<file path="config.mk">
export PLATFORM = sky130hd
export DESIGN_NAME = gf180mcu_fd_sc_mcu7t5v0__clkgate_seq
export DESIGN_NICKNAME = d
export VERILOG_FILES = /design/src/rtl/gf180mcu_fd_sc_mcu7t5v0__clkgate_seq_pkg.sv /design/src/rtl/gf180mcu_fd_sc_mcu7t5v0__clkgate_seq_tmr.sv /design/src/rtl/gf180mcu_fd_sc_mcu7t5v0__clkgate_seq.sv
export SDC_FILE = /design/constraint.sdc
export NUM_CORES = 1
export LEC_CHECK = 0
export BUFFER_PORTS_ARGS = -buffer_cell sky130_fd_sc_hd__buf_4
export CAP_MARGIN = 25
export CORE_MARGIN = 5
export CORE_UTILIZATION = 53
export CTS_CLUSTER_SIZE = 24
export DETAILED_ROUTE_END_ITERATION = 6
export GPL_TIMING_DRIVEN = 0
export PLACE_DENSITY_LB_ADDON = 0.15
export SKIP_CTS_REPAIR_TIMING = 1
export SYNTH_ARGS = -nofsm -noshare
export SYNTH_HDL_FRONTEND = slang
export SYNTH_HIERARCHICAL = 1
export SYNTH_SLANG_ARGS = --single-unit
</file>
<file path="constraint.sdc">
create_clock -name CLK -period 2.66 [get_ports CLK]
set_clock_uncertainty 0.1 [all_clocks]
set_input_delay 0.665 -clock CLK [delete_from_list [all_inputs] [get_ports CLK]]
set_output_delay 0.665 -clock CLK [all_outputs]
set_load 0.01 [all_outputs]
</file>
<file path="src/rtl/gf180mcu_fd_sc_mcu7t5v0__clkgate_seq_pkg.sv">
`default_nettype none
// +--------------------------------------------------------------------------+
// | Module  : gf180mcu_fd_sc_mcu7t5v0__clkgate_seq_pkg                        |
// | Brief   : shared state encoding and slot-enable helper for the sequencer |
// | Revision: 1.0                                                            |
// +--------------------------------------------------------------------------+
package gf180mcu_fd_sc_mcu7t5v0__clkgate_seq_pkg;

   typedef enum logic [1:0] {
      ST_OFF       = 2'd0,
      ST_RAMP_UP   = 2'd1,
      ST_ON        = 2'd2,
      ST_RAMP_DOWN = 2'd3
   } seq_state_e;

   // Branch k is lit once the pointer has passed it, unless it is excluded.
   function automatic logic slot_en(input int unsigned k, input int unsigned p,
                                    input logic masked);
      return (k < p) && !masked;
   endfunction

endpackage
`default_nettype wire

</file>
<file path="src/rtl/gf180mcu_fd_sc_mcu7t5v0__clkgate_seq_tmr.sv">
`default_nettype none
// +--------------------------------------------------------------------------+
// | Module  : gf180mcu_fd_sc_mcu7t5v0__clkgate_seq_tmr                        |
// | Brief   : slot timer, counts 0..STEP-1, wrap marks the last slot cycle   |
// | Revision: 1.0                                                            |
// +--------------------------------------------------------------------------+
module gf180mcu_fd_sc_mcu7t5v0__clkgate_seq_tmr #(
   parameter int unsigned STEP = 4
) (
   input  logic CLK,
   input  logic RST,
   input  logic clr,
   output logic wrap
);

   localparam int unsigned     CW     = (STEP > 1) ? $clog2(STEP) : 1;
   localparam logic [CW-1:0]   C_LAST = CW'(STEP - 1);

   logic [CW-1:0] cnt_q;
   logic [CW-1:0] cnt_d;

   assign wrap = (cnt_q == C_LAST);

   always_comb begin
      cnt_d = cnt_q + CW'(1);
      if (clr || wrap) begin
         cnt_d = '0;
      end
   end

   always_ff @(posedge CLK) begin
      if (RST) begin
         cnt_q <= '0;
      end else begin
         cnt_q <= cnt_d;
      end
   end

endmodule
`default_nettype wire

</file>
<file path="src/rtl/gf180mcu_fd_sc_mcu7t5v0__clkgate_seq.sv">
`default_nettype none
// +--------------------------------------------------------------------------+
// | Module  : gf180mcu_fd_sc_mcu7t5v0__clkgate_seq                            |
// | Brief   : staggered on/off enable sequencer for N clock-buffer branches  |
// | Revision: 1.0                                                            |
// +--------------------------------------------------------------------------+
module gf180mcu_fd_sc_mcu7t5v0__clkgate_seq
   import gf180mcu_fd_sc_mcu7t5v0__clkgate_seq_pkg::*;
#(
   parameter int unsigned N    = 8,
   parameter int unsigned STEP = 4
) (
   input  logic         CLK,
   input  logic         RST,
   input  logic         REQ,
   input  logic [N-1:0] MASK,
   output logic [N-1:0] BR_EN,
   output logic         ACK,
   output logic         BUSY
);

   localparam int unsigned   PW     = $clog2(N + 1);
   localparam logic [PW-1:0] P_ONE  = PW'(1);
   localparam logic [PW-1:0] P_FULL = PW'(N);

   seq_state_e    state_q, state_d;
   logic [PW-1:0] p_q, p_d;
   logic [PW-1:0] p_dec;
   logic [N-1:0]  br_en_q, br_en_d;
   logic          ack_q, ack_d;
   logic          busy_q, busy_d;
   logic          wrap;
   logic          clr;

   // Saturating decrement; reaching zero is what ends a ramp-down.
   assign p_dec = (p_q > P_ONE) ? (p_q - P_ONE) : '0;

   always_comb begin
      state_d = state_q;
      p_d     = p_q;
      case (state_q)
         ST_OFF: begin
            if (REQ) begin
               state_d = ST_RAMP_UP;
               p_d     = P_ONE;
            end
         end
         ST_RAMP_UP: begin
            if (!REQ) begin
               p_d     = p_dec;
               state_d = (p_q <= P_ONE) ? ST_OFF : ST_RAMP_DOWN;
            end else if (wrap) begin
               if (p_q == P_FULL) begin
                  state_d = ST_ON;
               end else begin
                  p_d = p_q + P_ONE;
               end
            end
         end
         ST_ON: begin
            if (!REQ) begin
               p_d     = P_FULL - P_ONE;
               state_d = ST_RAMP_DOWN;
            end
         end
         ST_RAMP_DOWN: begin
            if (REQ) begin
               p_d     = p_q + P_ONE;
               state_d = ST_RAMP_UP;
            end else if (wrap) begin
               p_d = p_dec;
               if (p_q <= P_ONE) begin
                  state_d = ST_OFF;
               end
            end
         end
         default: begin
            state_d = ST_OFF;
            p_d     = '0;
         end
      endcase

      clr    = (state_d != state_q);
      ack_d  = (state_d == ST_ON);
      busy_d = (state_d == ST_RAMP_UP) || (state_d == ST_RAMP_DOWN);
      for (int unsigned k = 0; k < N; k++) begin
         br_en_d[k] = slot_en(k, 32'(p_d), MASK[k]);
      end
   end

   gf180mcu_fd_sc_mcu7t5v0__clkgate_seq_tmr #(
      .STEP (STEP)
   ) u_tmr (
      .CLK  (CLK),
      .RST  (RST),
      .clr  (clr),
      .wrap (wrap)
   );

   always_ff @(posedge CLK) begin
      if (RST) begin
         state_q <= ST_OFF;
         p_q     <= '0;
         br_en_q <= '0;
         ack_q   <= 1'b0;
         busy_q  <= 1'b0;
      end else begin
         state_q <= state_d;
         p_q     <= p_d;
         br_en_q <= br_en_d;
         ack_q   <= ack_d;
         busy_q  <= busy_d;
      end
   end

   assign BR_EN = br_en_q;
   assign ACK   = ack_q;
   assign BUSY  = busy_q;

endmodule
`default_nettype wire
</file>
Yosys cells after proc, flatten, opt, wreduce, memory -nomap -nowiden --
Index checks and enable logic that the tools add are counted. W data, S select, Z words.
Storage, ports and cells: flip-flop bits (word level) 18, input bits 11, output and inout port bits 10, word-level logic and storage cells 67
Cells by class: add/subtract/negate cells 3, order comparisons 10, eq/ne operators 9, multiplexer cells 19, reduce and logical (&&, ||, !) cells 20
Operators by type and width (count):
- $mux W4 | 8
- $mux W2 | 9
- $lt A3 B4 Y1 const A | 4
- $pmux W4 S4 | 1
- $eq A2 B2 Y1 const B | 5
- $logic_and A1 B1 Y1 | 8
- $logic_not A1 Y1 | 8
- $lt A1 B4 Y1 const A | 2
- $lt A2 B4 Y1 const A | 2
- $pmux W2 S4 | 1
- $add A4 B1 Y4 const B | 1
- $eq A2 B1 Y1 const B | 2
- $eq A4 B4 Y1 const B | 1
- $gt A4 B1 Y1 const B | 1
- $le A4 B1 Y1 const B | 1
- $sub A4 B1 Y4 const B | 1
- $add A2 B1 Y2 const B | 1
- $logic_not A2 Y1 | 1
- $logic_or A1 B1 Y1 | 2
- $ne A2 B2 Y1 | 1
- $reduce_or A2 Y1 | 1

Depth between registers and ports, before layout --
Gate-level depths: netlist of the first run.
word-level depth 8, depth in mapped cells 8, depth with buffers taken out 8

Modules after synthesis --
The synthesis of the first run kept the hierarchy.
Modules (own cells, without submodules):
- gf180mcu_fd_sc_mcu7t5v0__clkgate_seq | times used 1, cells an instance 121, area each 991.0 um2, seq. area each 300.3 um2
- gf180mcu_fd_sc_mcu7t5v0__clkgate_seq_tmr | times used 1, cells an instance 5, area each 80.1 um2, seq. area each 40.0 um2

Worst setup path after synthesis of the first run --
No wires, ideal clock.
kind reg2reg, start point reg p_q[0], end point reg br_en_q[0] (netlist: BR_EN[0]), library setup time 86 ps, data arrival time 2077 ps, data required time 2474 ps, slack 397 ps, stages on the path, launching flop included 9, path buffers 0, period minus slack after synthesis 2263 ps, cell sequence dfxtp_1 -> inv_1 -> ha_1 -> or2_2 -> a2111oi_2 -> nor3_1 -> a21o_1 -> nor2b_1 -> a211oi_1
On the way: cells in the longest elaborated chain, start to end 7, elaborated cells between the ends (all ways) 15, those cells by class 2 x add/sub; 2 x order compare; 1 x eq/ne; 9 x mux; 1 x reduce/logical
Ends and longest elaborated chain:
- start: declaration | line gf180mcu_fd_sc_mcu7t5v0__clkgate_seq.sv:27 | logic [PW-1:0] p_q, p_d;
- start signal: assignment | line gf180mcu_fd_sc_mcu7t5v0__clkgate_seq.sv:109 | p_q <= p_d;
- $sub A4 B1 Y4 (tied with other cells) | line gf180mcu_fd_sc_mcu7t5v0__clkgate_seq.sv:36 | assign p_dec = (p_q > P_ONE) ? (p_q - P_ONE) : '0;
- $mux W4 (on tied branches) | line gf180mcu_fd_sc_mcu7t5v0__clkgate_seq.sv:36, gf180mcu_fd_sc_mcu7t5v0__clkgate_seq.sv:53
- $mux W4 (on tied branches) | line gf180mcu_fd_sc_mcu7t5v0__clkgate_seq.sv:70, gf180mcu_fd_sc_mcu7t5v0__clkgate_seq.sv:52
- $mux W4 (on tied branches) | line gf180mcu_fd_sc_mcu7t5v0__clkgate_seq.sv:67, gf180mcu_fd_sc_mcu7t5v0__clkgate_seq.sv:49
- $pmux W4 S4 * | line gf180mcu_fd_sc_mcu7t5v0__clkgate_seq.sv:41 | case (state_q)
- $lt A1 B4 Y1 * | line gf180mcu_fd_sc_mcu7t5v0__clkgate_seq_pkg.sv:19 | return (k < p) && !masked;
- $logic_and A1 B1 Y1 * | line gf180mcu_fd_sc_mcu7t5v0__clkgate_seq_pkg.sv:19
- end signal: assignment | line gf180mcu_fd_sc_mcu7t5v0__clkgate_seq.sv:110 | br_en_q <= br_en_d;
- end: declaration | line gf180mcu_fd_sc_mcu7t5v0__clkgate_seq.sv:29 | logic [N-1:0] br_en_q, br_en_d;
Mark *: on every way between the ends. The rest lies on a longest branch, timed or not. A chain may end at the register's enable or synchronous reset.

Worst setup path in the final report of the first run --
Same ends and word-level chain as after synthesis.

==> results of run 1 <==
[cell usage in the layout, fill, tap and decap left out, types with 3 or more instances in the layout]
master	netlist	layout
sky130_fd_sc_hd__a21oi_1	4	4
sky130_fd_sc_hd__a31oi_1	4	4
sky130_fd_sc_hd__buf_2	5	5
sky130_fd_sc_hd__buf_4	0	19
sky130_fd_sc_hd__clkbuf_1	3	4
sky130_fd_sc_hd__clkbuf_4	0	3
sky130_fd_sc_hd__dfxtp_1	17	16
sky130_fd_sc_hd__ha_1	4	4
sky130_fd_sc_hd__nand2_1	6	6
sky130_fd_sc_hd__nand2b_1	6	6
sky130_fd_sc_hd__nor2_1	13	13
sky130_fd_sc_hd__nor3_1	8	8
sky130_fd_sc_hd__o21a_1	3	3
sky130_fd_sc_hd__o21ai_0	4	4
[power by group]
group / total [mW] / leakage (nW) / internal [mW] / switching, mW
logic: 0.328 / 0.382 / 0.146 / 0.182
clock network: 0.133 / 0.0150 / 0.0583 / 0.0746
registers: 0.306 / 0.139 / 0.282 / 0.0241
total: 0.767 / 0.536 / 0.486 / 0.281
[flip-flops by register name, summed over array words and instances (netlist names)]
name	count
p_q	4
state_q	2
BR_EN	8
u_tmr/cnt_q	2
ACK	1
[worst max-delay path: stages, from the launching register on]
cell and delay (ns):
sky130_fd_sc_hd__dfxtp_2 0.45, sky130_fd_sc_hd__inv_1 0.09, sky130_fd_sc_hd__ha_1 0.31, sky130_fd_sc_hd__or2_2 0.35, sky130_fd_sc_hd__a2111oi_2 0.37, sky130_fd_sc_hd__o41ai_1 0.11, sky130_fd_sc_hd__a21o_1 0.21, sky130_fd_sc_hd__nor2b_1 0.17
sky130_fd_sc_hd__a211oi_1 0.23
[worst min path at each step]
stage	start	to	slack, ns	cells after the start
2_1_floorplan	u_tmr/cnt_q[0]$_SDFF_PP0_	u_tmr/cnt_q[0]$_SDFF_PP0_	0.31	1
3_3_place_gp	u_tmr/cnt_q[0]$_SDFF_PP0_	u_tmr/cnt_q[0]$_SDFF_PP0_	0.32	1
4_1_cts	u_tmr/cnt_q[0]$_SDFF_PP0_	u_tmr/cnt_q[0]$_SDFF_PP0_	0.34	1
5_1_grt	u_tmr/cnt_q[0]$_SDFF_PP0_	u_tmr/cnt_q[0]$_SDFF_PP0_	0.36	1
3_5_place_dp	u_tmr/cnt_q[0]$_SDFF_PP0_	u_tmr/cnt_q[0]$_SDFF_PP0_	0.32	1
6_report	u_tmr/cnt_q[0]$_SDFF_PP0_	u_tmr/cnt_q[0]$_SDFF_PP0_	0.33	1
[through the flow]
| step | area [µm²] | util | hold slack [ns] | power [mW] | cells |
|---|---|---|---|---|---|
| floorplan | 1071 | - | 0.3079 | 0.5467 | 126 |
| CTS | 1274 | 0.6559 | 0.3369 | 0.7641 | 176 |
| global placement | 1247 | 0.6424 | 0.3186 | 0.6235 | 172 |
| finish | 1275 | 0.6566 | 0.3326 | 0.7670 | 176 |
| global route | 1275 | 0.6566 | 0.3623 | 0.8183 | 176 |
| detailed placement | 1247 | 0.6424 | 0.3216 | 0.6353 | 172 |
[metal layers]
metal  vias up  GRT usage  part of all wire
li1        513          -                 -
met1       479     0.2594              0.43
met2        34     0.3110              0.49
met3         4    0.06702             0.073
met4         0    0.02834             0.013
met5         -          0                 0
[area by class of cell]
type | instances | area [µm²] | area share
inverter | 3 | 11.26 | 0.008832
clock buffer | 4 | 26.28 | 0.02061
tap | 27 | 33.78 | 0.02650
sequential | 17 | 341.6 | 0.2679
timing repair buffer | 19 | 142.6 | 0.1119
buffer | 9 | 47.55 | 0.03729
multi-input combinational | 97 | 671.9 | 0.5270
[logic make-up after synthesis]
kind of cell / Yosys count
DFF: 17
and+or+nand+nor: 51
AOI/OAI and AO/OA: 37
xor gates and xnor gates: 3
adders and majority gates: 5
buffers and inverters: 12
muxes: 1
==> qor.yml, run 1 <==
outcome:
  outcome: "finished, final reports clean"
worst_setup_path:
  crit_fanout: 10
  worst_setup_path_class: "flip-flop to flip-flop"
  critical_path.reg2reg.startpoint: "p_q[0]$_SDFF_PP0_"
  crit_arrival_ns: 2.58
  crit-reg2reg-capture: "BR_EN[0]$_SDFF_PP0_"
  cp-start-kind: "flip-flop"
  regToRegSetupSlack_ns: 0.19
  timing.critical_path.to_type: "flip-flop"
  cp-startpoint: "p_q[0]$_SDFF_PP0_"
  timing.reg2reg.worst_path_depth: 8
  crit_end: "BR_EN[0]$_SDFF_PP0_"
  cp.required_ns: 2.77
sta:
  pins_over_their_slew_limit: 0
  rsz0062_at_grt: "false"
  worstMarginPinSlew_ns: 0.5082
  setup_total_negative_slack_ns: 0
  setup_viol_count_final: 0
  max_clock_freq_ghz: 0.4051
  postLayoutSetupSlackWorst_ns: 0.1915
  final_min_period_over_clock_period: 0.9280
  final_hold_viol_count: 0
  max_slew_margin: 0.6569
  final_period_minus_worst_setup_slack_ns: 2.468
yosys:
  synth_common_cells: "sky130_fd_sc_hd__dfxtp_1, sky130_fd_sc_hd__nor2_1, sky130_fd_sc_hd__nor3_1, sky130_fd_sc_hd__nand2_1, sky130_fd_sc_hd__nand2b_1"
  yosys.area_share.simple: 0.2687
  dominantRegCellSynth: "sky130_fd_sc_hd__dfxtp_1"
  synth_area_per_cell_um2: 8.500
  seq_area_frac_synth: 0.3178
  post_synth_mux_area_share: 0.009346
  yosys-top-cells-area: "sky130_fd_sc_hd__dfxtp_1, sky130_fd_sc_hd__ha_1, sky130_fd_sc_hd__nor2_1"
  synth_area_mm2: 0.001071
  combinational_family_with_the_most_area_after_synthesis: "compound AO/OA/AOI/OAI gates"
  number_of_flops_mapped_to_enable_cells_by_yosys: 0
  synth.largest_area_cell: "sky130_fd_sc_hd__dfxtp_1"
  yosys.area_share.adder: 0.05607
  synth_top_area_frac: 0.3178
  synthArstFlopShare: 0
  most_frequent_cell_after_synthesis: "sky130_fd_sc_hd__dfxtp_1"
  synthesis.nets: 141
  synth.distinct_cells: 53
  synth_compound_gate_area_share: 0.2687
  ys_warn_count: 6
  synth_xor_xnor_area_share: 0.02453
  seq_cells_post_synth: 17
  synthesis.instances: 126
placement:
  finalWeightedCongestion: 0.8880
  numPortBuffers: 19
  placement.setup.worst_slack_ns: 0.1026
  place_hpwl_um: 2034
cts:
  htreeDepth: 1
  clk_latency_ns: 0.29
  cts_root_buffer: "sky130_fd_sc_hd__clkbuf_4"
  cts_buffer_depth: 2
  tritoncts.num_buffers: 3
  clkSlewWorstSetupHoldPaths_ns: 0.09
  clock_tree_from_tritoncts: "done"
  total_number_of_clock_tree_sinks: 17
floorplan:
  die_h_um: 54.96
  floorplan.initialDensity: 0.5515
  floorplan.die_area_mm2: 0.003020
  io-pin-count: 21
  core_region_area_mm2: 0.001942
  placementRows: 16
  die_width_um: 54.96
pwr:
  cellLeakagePower_nw: 0.5364
  powerDensity_mw_per_mm2: 601.6
  ir_drop_worst_case_vdd_mv: 0.4879
route:
  drcViolationCount: 0
  drt-total-wl_um: 2615
  first_pass_iters: 4
  route.detailed.vias_per_inst: 5.852
  drt_iter0_markers: 20
  post_drt_wl_per_cell_um: 14.86
  vias: 1030
  final_antenna_net_count: 0
run:
  number_of_max_cap_violations: 0
global_route:
  pin_count_of_the_biggest_net_entering_global_routing: 11
  global_route_wire_length_before_repair_um: 4278
  grt_pass1_vias: 955
  global_route.overflow_total: 0
  global_route.usage.total: 0.1950
  antenna_found_initial: 0
min_path:
  min_path_type: "flip-flop to flip-flop"
final_layout:
  n_fill_cell: 185
  fraction_of_layout_instances_using_a_drive_strength_above_1: 0.2752
  area_growth_pct: 19.04
  layout.nets: 165
  number_of_diodes_added_for_antenna_fixing: 0
Note: power is estimated with default switching activity, not from simulation.
==> inputs of run 2 (changes only) <==
- CORE_UTILIZATION: 53 -> 50
==> run 2 against run 1 <==
- maximum frequency decreased by 0.16%
- first-iteration DRC count increased by 50%
- total power fell by 0.49%
- clock power about the same
- die area increased by 4.9%
- final area did not move
- sequential share of layout area stayed put
- combinational power shrank 2%
- via count increased by 1.9%
- worst setup slack got worse by 0.0040 ns
- critical path type unchanged
- largest power group unchanged
==> qor.yml, run 2 (same netlist as run 1, synthesis figures left out) <==
worst_setup_path:
  critical-path-top-delay-family: "compound AO/OA/AOI/OAI gates"
  critical_path_cell_by_cell: "inv_1 -> ha_1 -> or2_2 -> a2111oi_2 -> o41ai_1 -> a21o_1 -> nor2b_1 -> a211oi_1"
  crit_fanout: 10
  crit_arrival_ns: 2.57
  cp-start-kind: "flip-flop"
  critical_path_buf_inv_count: 1
  cp_slowest_stage_delay_ns: 0.45
  cp.required_ns: 2.76
  worst_setup_path_class: "flip-flop to flip-flop"
  timing.critical_path.to_type: "flip-flop"
  cp_slowest_cell: "sky130_fd_sc_hd__dfxtp_2"
final_layout:
  layout.nets: 165
  number_of_diodes_added_for_antenna_fixing: 0
  n_fill_cell: 192
  largest_register_ffs: 8
  area_growth_pct: 19.04
  mostFrequentLayoutCells: "sky130_fd_sc_hd__buf_4, sky130_fd_sc_hd__dfxtp_1, sky130_fd_sc_hd__nor2_1"
  fraction_of_layout_instances_using_a_drive_strength_above_1: 0.2752
  final_cell_area_mm2: 0.001275
  commonest_non_fill_non_tap_cell_in_the_layout: "sky130_fd_sc_hd__buf_4"
placement:
  finalWeightedCongestion: 0.9069
  place_hpwl_um: 1992
  numPortBuffers: 19
  postPlaceCellArea_mm2: 0.001247
pwr:
  cellLeakagePower_nw: 0.5364
  pwr-share-comb: 0.420
  power_report.internal_total_mw: 0.4857
  net_switching_fraction_of_the_power: 0.3636
  switching_power_mw: 0.2775
  ir_drop_worst_case_vdd_mv: 0.4535
  part_of_the_power_in_registers: 0.404
  powerDensity_mw_per_mm2: 598.6
  power_frac_clock: 0.177
cts:
  htreeDepth: 1
  total_number_of_clock_tree_sinks: 17
  clk_latency_ns: 0.29
  clock_tree_from_tritoncts: "done"
  cts_root_buffer: "sky130_fd_sc_hd__clkbuf_4"
  cts_buffer_depth: 2
  clkSlewWorstSetupHoldPaths_ns: 0.09
  tritoncts.num_buffers: 3
global_route:
  pin_count_of_the_biggest_net_entering_global_routing: 11
  global_route.overflow_total: 0
  global_route_wire_length_before_repair_um: 4340
  grt_pass1_vias: 975
  antenna_found_initial: 0
  global_route.usage.total: 0.1675
route:
  vias: 1050
  route.detailed.vias_per_inst: 5.966
  drt_iter0_markers: 30
  met2_wirelength_um: 1208
  post_drt_wl_per_cell_um: 14.55
  drt-total-wl_um: 2561
  drt-met1-wl_um: 1122
  top_routing_layer_used: "met4"
  met3WireLength_um: 183
  drcViolationCount: 0
  first_pass_iters: 4
  final_antenna_net_count: 0
sta:
  rsz0062_at_grt: "false"
  max_clock_freq_ghz: 0.4045
  max_slew_margin: 0.6033
  worstMarginPinSlew_ns: 0.5877
  pins_over_their_slew_limit: 0
  final_hold_viol_count: 0
  final_period_minus_worst_setup_slack_ns: 2.472
  setup_viol_count_final: 0
  final_min_period_over_clock_period: 0.9295
  setup_total_negative_slack_ns: 0
run:
  number_of_max_cap_violations: 0
floorplan:
  die_h_um: 56.28
  floorplan.die_area_mm2: 0.003167
  die_width_um: 56.28
  floorplan.initialDensity: 0.5350
  core_region_area_mm2: 0.002002
  io-pin-count: 21
  placementRows: 16
outcome:
  outcome: "finished, final reports clean"
min_path:
  min_path_type: "flip-flop to flip-flop"
[run 2: cell counts in the layout (fill, tap and decap cells not counted)]
Identical to the previous run, type by type.
[run 2: path summary, 6_finish.rpt]
kind,startpoint,end,slack (ns),depth (start not counted)
worst max-delay path,p_q[0]$_SDFF_PP0_,BR_EN[0]$_SDFF_PP0_,0.19,8
worst min-delay path,u_tmr/cnt_q[0]$_SDFF_PP0_,u_tmr/cnt_q[0]$_SDFF_PP0_,0.34,1
worst max register to register,p_q[0]$_SDFF_PP0_,BR_EN[0]$_SDFF_PP0_,0.19,8
worst min register to register,u_tmr/cnt_q[0]$_SDFF_PP0_,u_tmr/cnt_q[0]$_SDFF_PP0_,0.34,1
[run 2: stage by stage]
stage	total power [mW]	hold WS [ns]	instances	worst slack (ns)	utilization
final	0.7632	0.3353	176	0.1875	0.6369
after global routing	0.8205	0.3730	176	0.02896	0.6369
after CTS	0.7681	0.3421	176	0.01365	0.6363
after detailed placement	0.6334	0.3280	172	0.03520	0.6231
after global placement	0.6260	0.3180	172	0.1283	0.6231
after floorplan	0.5467	0.3079	126	0.3972	-
[run 2: metal layers]
metal | global-route usage | vias to the layer above
met5 | 0 | -
met4 | 0.04746 | 0
met3 | 0.06193 | 7
met2 | 0.2571 | 37
met1 | 0.2193 | 487
li1 | - | 519
[run 2: cell type report]
class / count / area, µm² / share of cell area
Tap cell: 27 / 33.78 / 0.02650
Sequential cell: 17 / 341.6 / 0.2679
Clock buffer: 4 / 26.28 / 0.02061
Timing Repair Buffer: 19 / 142.6 / 0.1119
Buffer: 9 / 47.55 / 0.03729
Inverter: 3 / 11.26 / 0.008832
Multi-Input combinational cell: 97 / 671.9 / 0.5270
[run 2: power groups by stage]
| stage | combinational, mW | sequential (mW) | clock (mW) |
|---|---|---|---|
| 2_1_floorplan | 0.236 | 0.311 | 0 |
| 3_3_place_gp | 0.315 | 0.311 | 0 |
| 3_5_place_dp | 0.321 | 0.312 | 0 |
| 4_1_cts | 0.322 | 0.307 | 0.140 |
| 5_1_grt | 0.355 | 0.313 | 0.153 |
| 6_report | 0.320 | 0.308 | 0.135 |
[run 2: worst register-to-register path: stages (launching register included)]
cell	delay [ns]
sky130_fd_sc_hd__dfxtp_2	0.45
sky130_fd_sc_hd__inv_1	0.10
sky130_fd_sc_hd__ha_1	0.30
sky130_fd_sc_hd__or2_2	0.34
sky130_fd_sc_hd__a2111oi_2	0.38
sky130_fd_sc_hd__o41ai_1	0.11
sky130_fd_sc_hd__a21o_1	0.21
sky130_fd_sc_hd__nor2b_1	0.15
sky130_fd_sc_hd__a211oi_1	0.24
